### src/rtl/spwm_duty_decoder.sv
// spwm_duty_decoder
//   Reads back the three-phase SPWM gate signals and measures, per carrier period (sync to
//   sync), the high time of each phase and the period length. This recovers the sampled sine
//   reference for loop-back self-test and closed-loop monitoring. Same clock domain as the
//   modulator.
//
//   Optional feature macro: PWM_COMPL_CHECK_EN
//     defined   : complementary-pair checker drives sticky fault flags
//     undefined : fault tied to 3'b000, Van/Vbn/Vcn unused
//
// Ports
//   clk          in   system clock, rising edge
//   reset        in   asynchronous active-low reset
//   sync         in   1-cycle pulse at carrier period start
//   Va, Vb, Vc   in   high-side gate signals
//   Van,Vbn,Vcn  in   complementary gate signals
//   duty_a/b/c   out  high-time count of each phase over last complete period
//   period       out  length in clk cycles of last complete period
//   valid        out  1-cycle strobe when duty_x/period update
//   timeout      out  no sync within PERIOD_MAX cycles
//   fault        out  {c,b,a} sticky complement-violation flags
module spwm_duty_decoder #(
  parameter int unsigned CNT_W      = 16,
  parameter int unsigned PERIOD_MAX = 16'hFFFF,
  parameter int unsigned FAULT_CYC  = 4
) (
  input  logic             clk,
  input  logic             reset,
  input  logic             sync,
  input  logic             Va,
  input  logic             Vb,
  input  logic             Vc,
  input  logic             Van,
  input  logic             Vbn,
  input  logic             Vcn,
  output logic [CNT_W-1:0] duty_a,
  output logic [CNT_W-1:0] duty_b,
  output logic [CNT_W-1:0] duty_c,
  output logic [CNT_W-1:0] period,
  output logic             valid,
  output logic             timeout,
  output logic [2:0]       fault
);

  localparam logic [CNT_W-1:0] PerMax = CNT_W'(PERIOD_MAX);
  localparam logic [CNT_W-1:0] CntOne = CNT_W'(1);

  typedef enum logic [1:0] {
    StIdle,
    StMeasure,
    StTimeout
  } state_e;

  state_e                  state_q;
  logic                    sync_q;
  logic [2:0]              v_q;
  logic [CNT_W-1:0]        per_cnt_q;
  logic [2:0][CNT_W-1:0]   hi_q;
  logic [2:0][CNT_W-1:0]   duty_q;
  logic [CNT_W-1:0]        period_q;
  logic                    valid_q;
  logic                    timeout_q;

  // Window-start and accumulate values for the per-phase high-time counters.
  logic [2:0][CNT_W-1:0]   hi_start;
  logic [2:0][CNT_W-1:0]   hi_inc;

  always_comb begin
    hi_start = '0;
    hi_inc   = '0;
    for (int i = 0; i < 3; i++) begin
      hi_start[i] = CNT_W'(v_q[i]);
      hi_inc[i]   = hi_q[i] + CNT_W'(v_q[i]);
    end
  end

  always_ff @(posedge clk or negedge reset) begin
    if (!reset) begin
      state_q   <= StIdle;
      sync_q    <= 1'b0;
      v_q       <= '0;
      per_cnt_q <= '0;
      hi_q      <= '0;
      duty_q    <= '0;
      period_q  <= '0;
      valid_q   <= 1'b0;
      timeout_q <= 1'b0;
    end else begin
      sync_q  <= sync;
      v_q     <= {Vc, Vb, Va};
      valid_q <= 1'b0;
      case (state_q)
        StIdle: begin
          // First sync only opens a window; nothing complete to report yet.
          if (sync_q) begin
            state_q   <= StMeasure;
            per_cnt_q <= CntOne;
            hi_q      <= hi_start;
          end
        end
        StMeasure: begin
          // Sync takes priority over the timeout check so a period of exactly
          // PERIOD_MAX still reports normally.
          if (sync_q) begin
            duty_q    <= hi_q;
            period_q  <= per_cnt_q;
            valid_q   <= 1'b1;
            per_cnt_q <= CntOne;
            hi_q      <= hi_start;
          end else if (per_cnt_q == PerMax) begin
            state_q   <= StTimeout;
            timeout_q <= 1'b1;
          end else begin
            per_cnt_q <= per_cnt_q + CntOne;
            hi_q      <= hi_inc;
          end
        end
        StTimeout: begin
          // The window interrupted by the timeout is incomplete: restart silently.
          if (sync_q) begin
            state_q   <= StMeasure;
            timeout_q <= 1'b0;
            per_cnt_q <= CntOne;
            hi_q      <= hi_start;
          end
        end
        default: state_q <= StIdle;
      endcase
    end
  end

  assign duty_a  = duty_q[0];
  assign duty_b  = duty_q[1];
  assign duty_c  = duty_q[2];
  assign period  = period_q;
  assign valid   = valid_q;
  assign timeout = timeout_q;

`ifdef PWM_COMPL_CHECK_EN
  localparam int unsigned ZcW = $clog2(FAULT_CYC + 1);
  localparam logic [ZcW-1:0] ZcLast = ZcW'(FAULT_CYC - 1);

  logic [2:0]          vn_q;
  // Count of preceding consecutive both-low cycles per phase.
  logic [2:0][ZcW-1:0] zc_q;
  logic [2:0]          fault_q;

  always_ff @(posedge clk or negedge reset) begin
    if (!reset) begin
      vn_q    <= '0;
      zc_q    <= '0;
      fault_q <= '0;
    end else begin
      vn_q <= {Vcn, Vbn, Van};
      for (int i = 0; i < 3; i++) begin
        if (v_q[i] && vn_q[i]) begin
          fault_q[i] <= 1'b1;
        end
        if (!v_q[i] && !vn_q[i]) begin
          if (zc_q[i] == ZcLast) begin
            fault_q[i] <= 1'b1;
          end else begin
            zc_q[i] <= zc_q[i] + 1'b1;
          end
        end else begin
          zc_q[i] <= '0;
        end
      end
    end
  end

  assign fault = fault_q;
`else
  logic unused_vn;
  assign unused_vn = ^{Van, Vbn, Vcn};
  assign fault     = 3'b000;
`endif

endmodule
### config.mk
export PLATFORM = sky130hd
export DESIGN_NAME = spwm_duty_decoder
export DESIGN_NICKNAME = d
export VERILOG_FILES = /design/src/rtl/spwm_duty_decoder.sv
export SDC_FILE = /design/constraint.sdc
export NUM_CORES = 1
export LEC_CHECK = 0
export ABC_AREA = 1
export CAP_MARGIN = 20
export CORE_UTILIZATION = 50
export DETAILED_ROUTE_END_ITERATION = 6
export GPL_TIMING_DRIVEN = 0
export PLACE_DENSITY = 0.74
export SLEW_MARGIN = 20
export SYNTH_ARGS = -nofsm -noshare
export SYNTH_HDL_FRONTEND = slang
export SYNTH_SLANG_ARGS = --single-unit
### constraint.sdc
create_clock -name clk -period 3 [get_ports clk]
set_clock_uncertainty 0.05 [all_clocks]
set_input_delay 0.3 -clock clk [delete_from_list [all_inputs] [get_ports clk]]
set_output_delay 0.3 -clock clk [all_outputs]
set_load 0.1 [all_outputs]
Word-level counts from Yosys, hierarchy flattened
Index checks and enable logic that the tools add are counted.
W data, S select, Z words.
- $add $sub $neg: 4
- equality and inequality tests: 8
- multiplexer cells: 18
- reductions and logical operators: 8
- operators with widths (cell ; count):
    $mux W48 ; 3
    $pmux W48 S2 ; 1
    $add A16 B1 Y16 ; 3
    $mux W16 ; 3
    $pmux W16 S2 ; 1
    $add A16 B1 Y16 const B ; 1
    $eq A16 B16 Y1 const B ; 1
    $mux W2 ; 3
    $ne A2 B2 Y1 const B ; 3
    $reduce_and A3 Y1 ; 2
    $mux W1 ; 5
    $pmux W2 S2 ; 1
    $reduce_and A4 Y1 ; 1
    $reduce_bool A2 Y1 ; 2
    $ne A3 B3 Y1 const B ; 1
    $eq A2 B1 Y1 const B ; 1
    $eq A2 B2 Y1 const B ; 1
    $logic_not A2 Y1 ; 1
    $ne A2 B1 Y1 const B ; 1
    $pmux W1 S2 ; 1
    $reduce_and A2 Y1 ; 1
    $reduce_or A2 Y1 ; 1
- bits in registers: 136
- word-level logic and storage cells: 51

Longest topological paths before layout
- word-level depth: 4
- mapped depth: 11
- gate-level depth less buffers: 10

Least setup slack after synthesis
No wires, ideal clock.
- path kind: flip-flop to flip-flop
- start point: register per_cnt_q[1]
- end point: register hi_q[33] in the netlist's numbering
- arrival: 1426 ps
- required time: 2833 ps
- slack: 1407 ps
- stages on the path, launching flop included: 12
- path buffers: 1
- period minus slack after synthesis: 1593 ps
- path through: dfrtp_1 > ha_1 > nand2_1 > nor2_4 > nand2_2 > inv_2 > nand2_4 > nand2_4 > nand2_4 > buf_6 > nand2_1 > o21ai_2
- cells in the longest elaborated chain, start to end: 3
- ends and longest elaborated chain (item ; line ; source):
    start: declaration ; 57 ; logic [CNT_W-1:0] per_cnt_q;
    start signal: assignment ; 97 ; per_cnt_q <= CntOne;
    start signal: assignment ; 108 ; per_cnt_q <= CntOne;
    start signal: assignment ; 114 ; per_cnt_q <= per_cnt_q + CntOne;
    $eq A16 B16 Y1 ; 110 ; end else if (per_cnt_q == PerMax) begin
    $ne A3 B3 Y1 (no line) ; - ;
    $reduce_and A3 Y1 (no line) ; - ;
    end signal: assignment ; 109 ; hi_q <= hi_start;
    end signal: assignment ; 115 ; hi_q <= hi_inc;
    end signal: assignment ; 124 ; hi_q <= hi_start;
    end: declaration ; 58 ; logic [2:0][CNT_W-1:0] hi_q;
Every way passes these cells.
A chain may end at the register's enable or synchronous reset.

Worst setup path in the final report
- start point: register period_q[15] (netlist: period[15])
- end point: output port period[15]
- RTL lines (item ; line ; source):
    start: declaration ; 60 ; logic [CNT_W-1:0] period_q;
    start signal: assignment ; 106 ; period_q <= per_cnt_q;
    end: declaration ; 39 ; output logic [CNT_W-1:0] period,
No word-level cell between the ends.

==> flow_metrics.env <==
export IMPL_outcome="finished clean"
export IMPL_synthArstFlopShare=1.00
export IMPL_netlist_area_um2=6840
export IMPL_dp_hpwl_um=11700
export IMPL_cts_made_buffers=17
export IMPL_finalCriticalPeriod_ns=2.36
export IMPL_finalHoldViolCount=0
export IMPL_max_freq_ghz=0.424
export IMPL_grt_max_degree=82
export IMPL_start_util=0.515
export IMPL_worstSetupStartpointType="register"
export IMPL_p_leak_nw=3.85
export IMPL_worst_slew_pin_slew_ns=0.980
export IMPL_drtPass1Iterations=5
export IMPL_slowest_stage="clkdlybuf4s50_1"
export IMPL_overflow=0
export IMPL_ios=78
export IMPL_critPathMaxStageDelay_ns=1.17
export IMPL_remaining_drc_errors=0
export IMPL_worst_hold_slack_ns=0.266
export IMPL_clkSlewWorstSetupHoldPaths_ns=0.06
export IMPL_clock_latency_ns=0.42
export IMPL_synth_edf_count=0
export IMPL_cp_required_ns=2.65
export IMPL_cts_root_buf="clkbuf_16"
export IMPL_fp_dieH_um=119
export IMPL_synthFlopType="dfrtp_1"
export IMPL_ir_drop_mv=0.484
export IMPL_synth_top_cell_area_share=0.497
export IMPL_wirelength_um=16900
export IMPL_grt_util_all_layers=0.260
export IMPL_antenna_found_initial=0
export IMPL_maxCapViolations=0
export IMPL_yosys_top_cells_count="nand2_1 (263), dfrtp_1 (136), nand3_1 (85)"
export IMPL_grt_pass1_vias=5885
export IMPL_via_per_inst=5.28
export IMPL_r2r_slack_ns=0.70
export IMPL_clockBufferDepth=2
export IMPL_n_antenna_cell=0
export IMPL_gp_congestion=0.908
export IMPL_drtIter0Drc=422
export IMPL_wl_per_cell_um=14.9
export IMPL_synth_area_top_cells="dfrtp_1 (50%), nand2_1 (14%), nand3_1 (6.2%)"
export IMPL_rsz0062_at_grt="false"
export IMPL_vias=5984
export IMPL_setup_violations=0
export IMPL_drive_gt1_frac=0.106
export IMPL_synth_area_per_cell_um2=8.05
export IMPL_timing_final_ws_setup_ns=0.641
export IMPL_dieArea_um2=14200
export IMPL_area_delta_synth_final_pct=23.9
export IMPL_rows=42
export IMPL_synth_most_common_cell="nand2_1"
export IMPL_preCtsSetupSlack_ns=0.725
export IMPL_crit_chain="clkdlybuf4s50_1"
export IMPL_synth_cell_types=31
export IMPL_ys_seq_area_frac=0.497
export IMPL_synth_top_area_cell="dfrtp_1"
export IMPL_hp_class="in -> reg"
export IMPL_cp_max_fo=2
export IMPL_cts_tree="yes"
export IMPL_grt_pass1_wl_um=28600
export IMPL_final_max_slew_viol_count=0
export IMPL_powerDensity_nw_per_um2=595
export IMPL_die_w_um=119
export IMPL_maxSlewHeadroom=0.344
export IMPL_crit_family="buffers and inverters"
export IMPL_period_share=0.786
export IMPL_path_buf_inv=1
export IMPL_yosys_register_bits=136
export IMPL_cts_sinks=136
export IMPL_h_tree_depth=4
export IMPL_io_buffers=71
export IMPL_antenna_left=0
export IMPL_ys_warnings_count=0
export IMPL_critPathCaptureType="output port"
export IMPL_final_nets=960
export IMPL_critical_path_class="reg -> out"
export IMPL_syn_inst=850
export IMPL_core_area_um2=13300
export IMPL_arrival_ns=2.01
[state kept, by name (all words and copies together), names as in the netlist]
signal,flops
state_q,2
valid,1
duty_c,16
v_q,3
timeout,1
sync_q,1
duty_b,16
hi_q,48
per_cnt_q,16
duty_a,16
period,16
[stage by stage]
step                total power, mW  std cells  instance area (µm²)  utilization  setup TNS, ns
global route                   5.23       1133                 8480        0.638              0
global placement               2.78       1099                 7780        0.585        -516.20
floorplan                      2.55        852                 6850            -              0
detailed placement             2.79       1100                 7820        0.588              0
finish                         5.04       1133                 8480        0.638              0
CTS                            5.07       1133                 8480        0.638              0
[worst register-to-register path: stages (launching register included)]
cell     delay (ns)
dfrtp_1        0.38
inv_2          0.14
nor2_4         0.08
nand2_1        0.40
buf_2          0.36
buf_1          0.60
o21ai_1        0.15
[where the power goes]
part           internal [mW]  leakage (nW)  switching, mW
combinational          0.181          1.68          0.605
clock                   1.50         0.311          0.783
sequential              1.91          1.86         0.0612
[placed cells by master, fill, tap and decap left out, types with 2 or more instances in the layout]
cell / synthesis / layout
nand2_1: 263 / 263
dfrtp_1: 136 / 136
nand3_1: 85 / 85
inv_1: 74 / 74
clkdlybuf4s50_1: 0 / 70
nor2_1: 68 / 68
o21ai_0: 65 / 65
o21ai_2: 32 / 32
nand4_1: 20 / 20
clkbuf_16: 0 / 17
xor2_1: 16 / 16
o21ai_1: 16 / 16
clkbuf_1: 14 / 14
buf_6: 8 / 8
nor3_1: 8 / 8
buf_2: 7 / 7
ha_1: 7 / 7
inv_2: 5 / 5
clkbuf_8: 0 / 5
nor2_4: 4 / 4
clkinvlp_4: 0 / 4
bufinv_16: 0 / 4
nand2_4: 3 / 3
buf_4: 3 / 3
conb_1: 1 / 3
nand2_2: 2 / 2
xnor2_1: 2 / 2
buf_1: 2 / 2
nor3b_1: 2 / 2
[worst paths after layout]
check	start	endpoint	cells after the start
min in group asynchronous	reset	hi_q[37]$_DFFE_PN0P_	2
hold reg to reg	duty_b[7]$_DFFE_PN0P_	duty_b[7]$_DFFE_PN0P_	2
max in group asynchronous	reset	per_cnt_q[15]$_DFFE_PN0P_	3
hold / removal	Vb	v_q[1]$_DFF_PN0_	1
setup reg to reg	state_q[0]$_DFFE_PN0P_	duty_a[13]$_DFFE_PN0P_	6
setup / recovery	period[15]$_DFFE_PN0P_	period[15]	1
[timing repair]
action,4_1_cts,5_1_grt
hold buffers,1,0
endpoints found under the hold margin,55,0
buffers inserted,0,0
gates resized for setup,0,0
[routing by layer]
layer,global-route usage,wire length (µm),vias up
met5,0,0,-
met4,0.133,534,0
met3,0.0532,1000,44
met2,0.398,7730,211
met1,0.349,7660,2792
li1,-,-,2937
[kinds of logic (layout without fill, tap and decap cells)]
logic type / Yosys count / in the layout / share of synthesized area
AOI/OAI and AO/OA: 114 / 114 / 0.101
xor gates and xnor gates: 18 / 18 / 0.0230
adders and majority gates: 7 / 7 / 0.0128
buffers and inverters: 114 / 219 / 0.0742
DFF: 136 / 136 / 0.497
other: 1 / 3 / 0.000548
and+or+nand+nor: 460 / 460 / 0.291
[layout make-up]
type | instances | area (µm²)
multi-input cells | 602 | 2940
inverters | 80 | 300
fillers | 1132 | 4810
clock inverters | 10 | 164
clock buffers | 22 | 494
plain buffers | 34 | 208
repair buffers | 73 | 753
well taps | 176 | 220
flip-flops and latches | 136 | 3400
(Power assumes the default switching activity.)
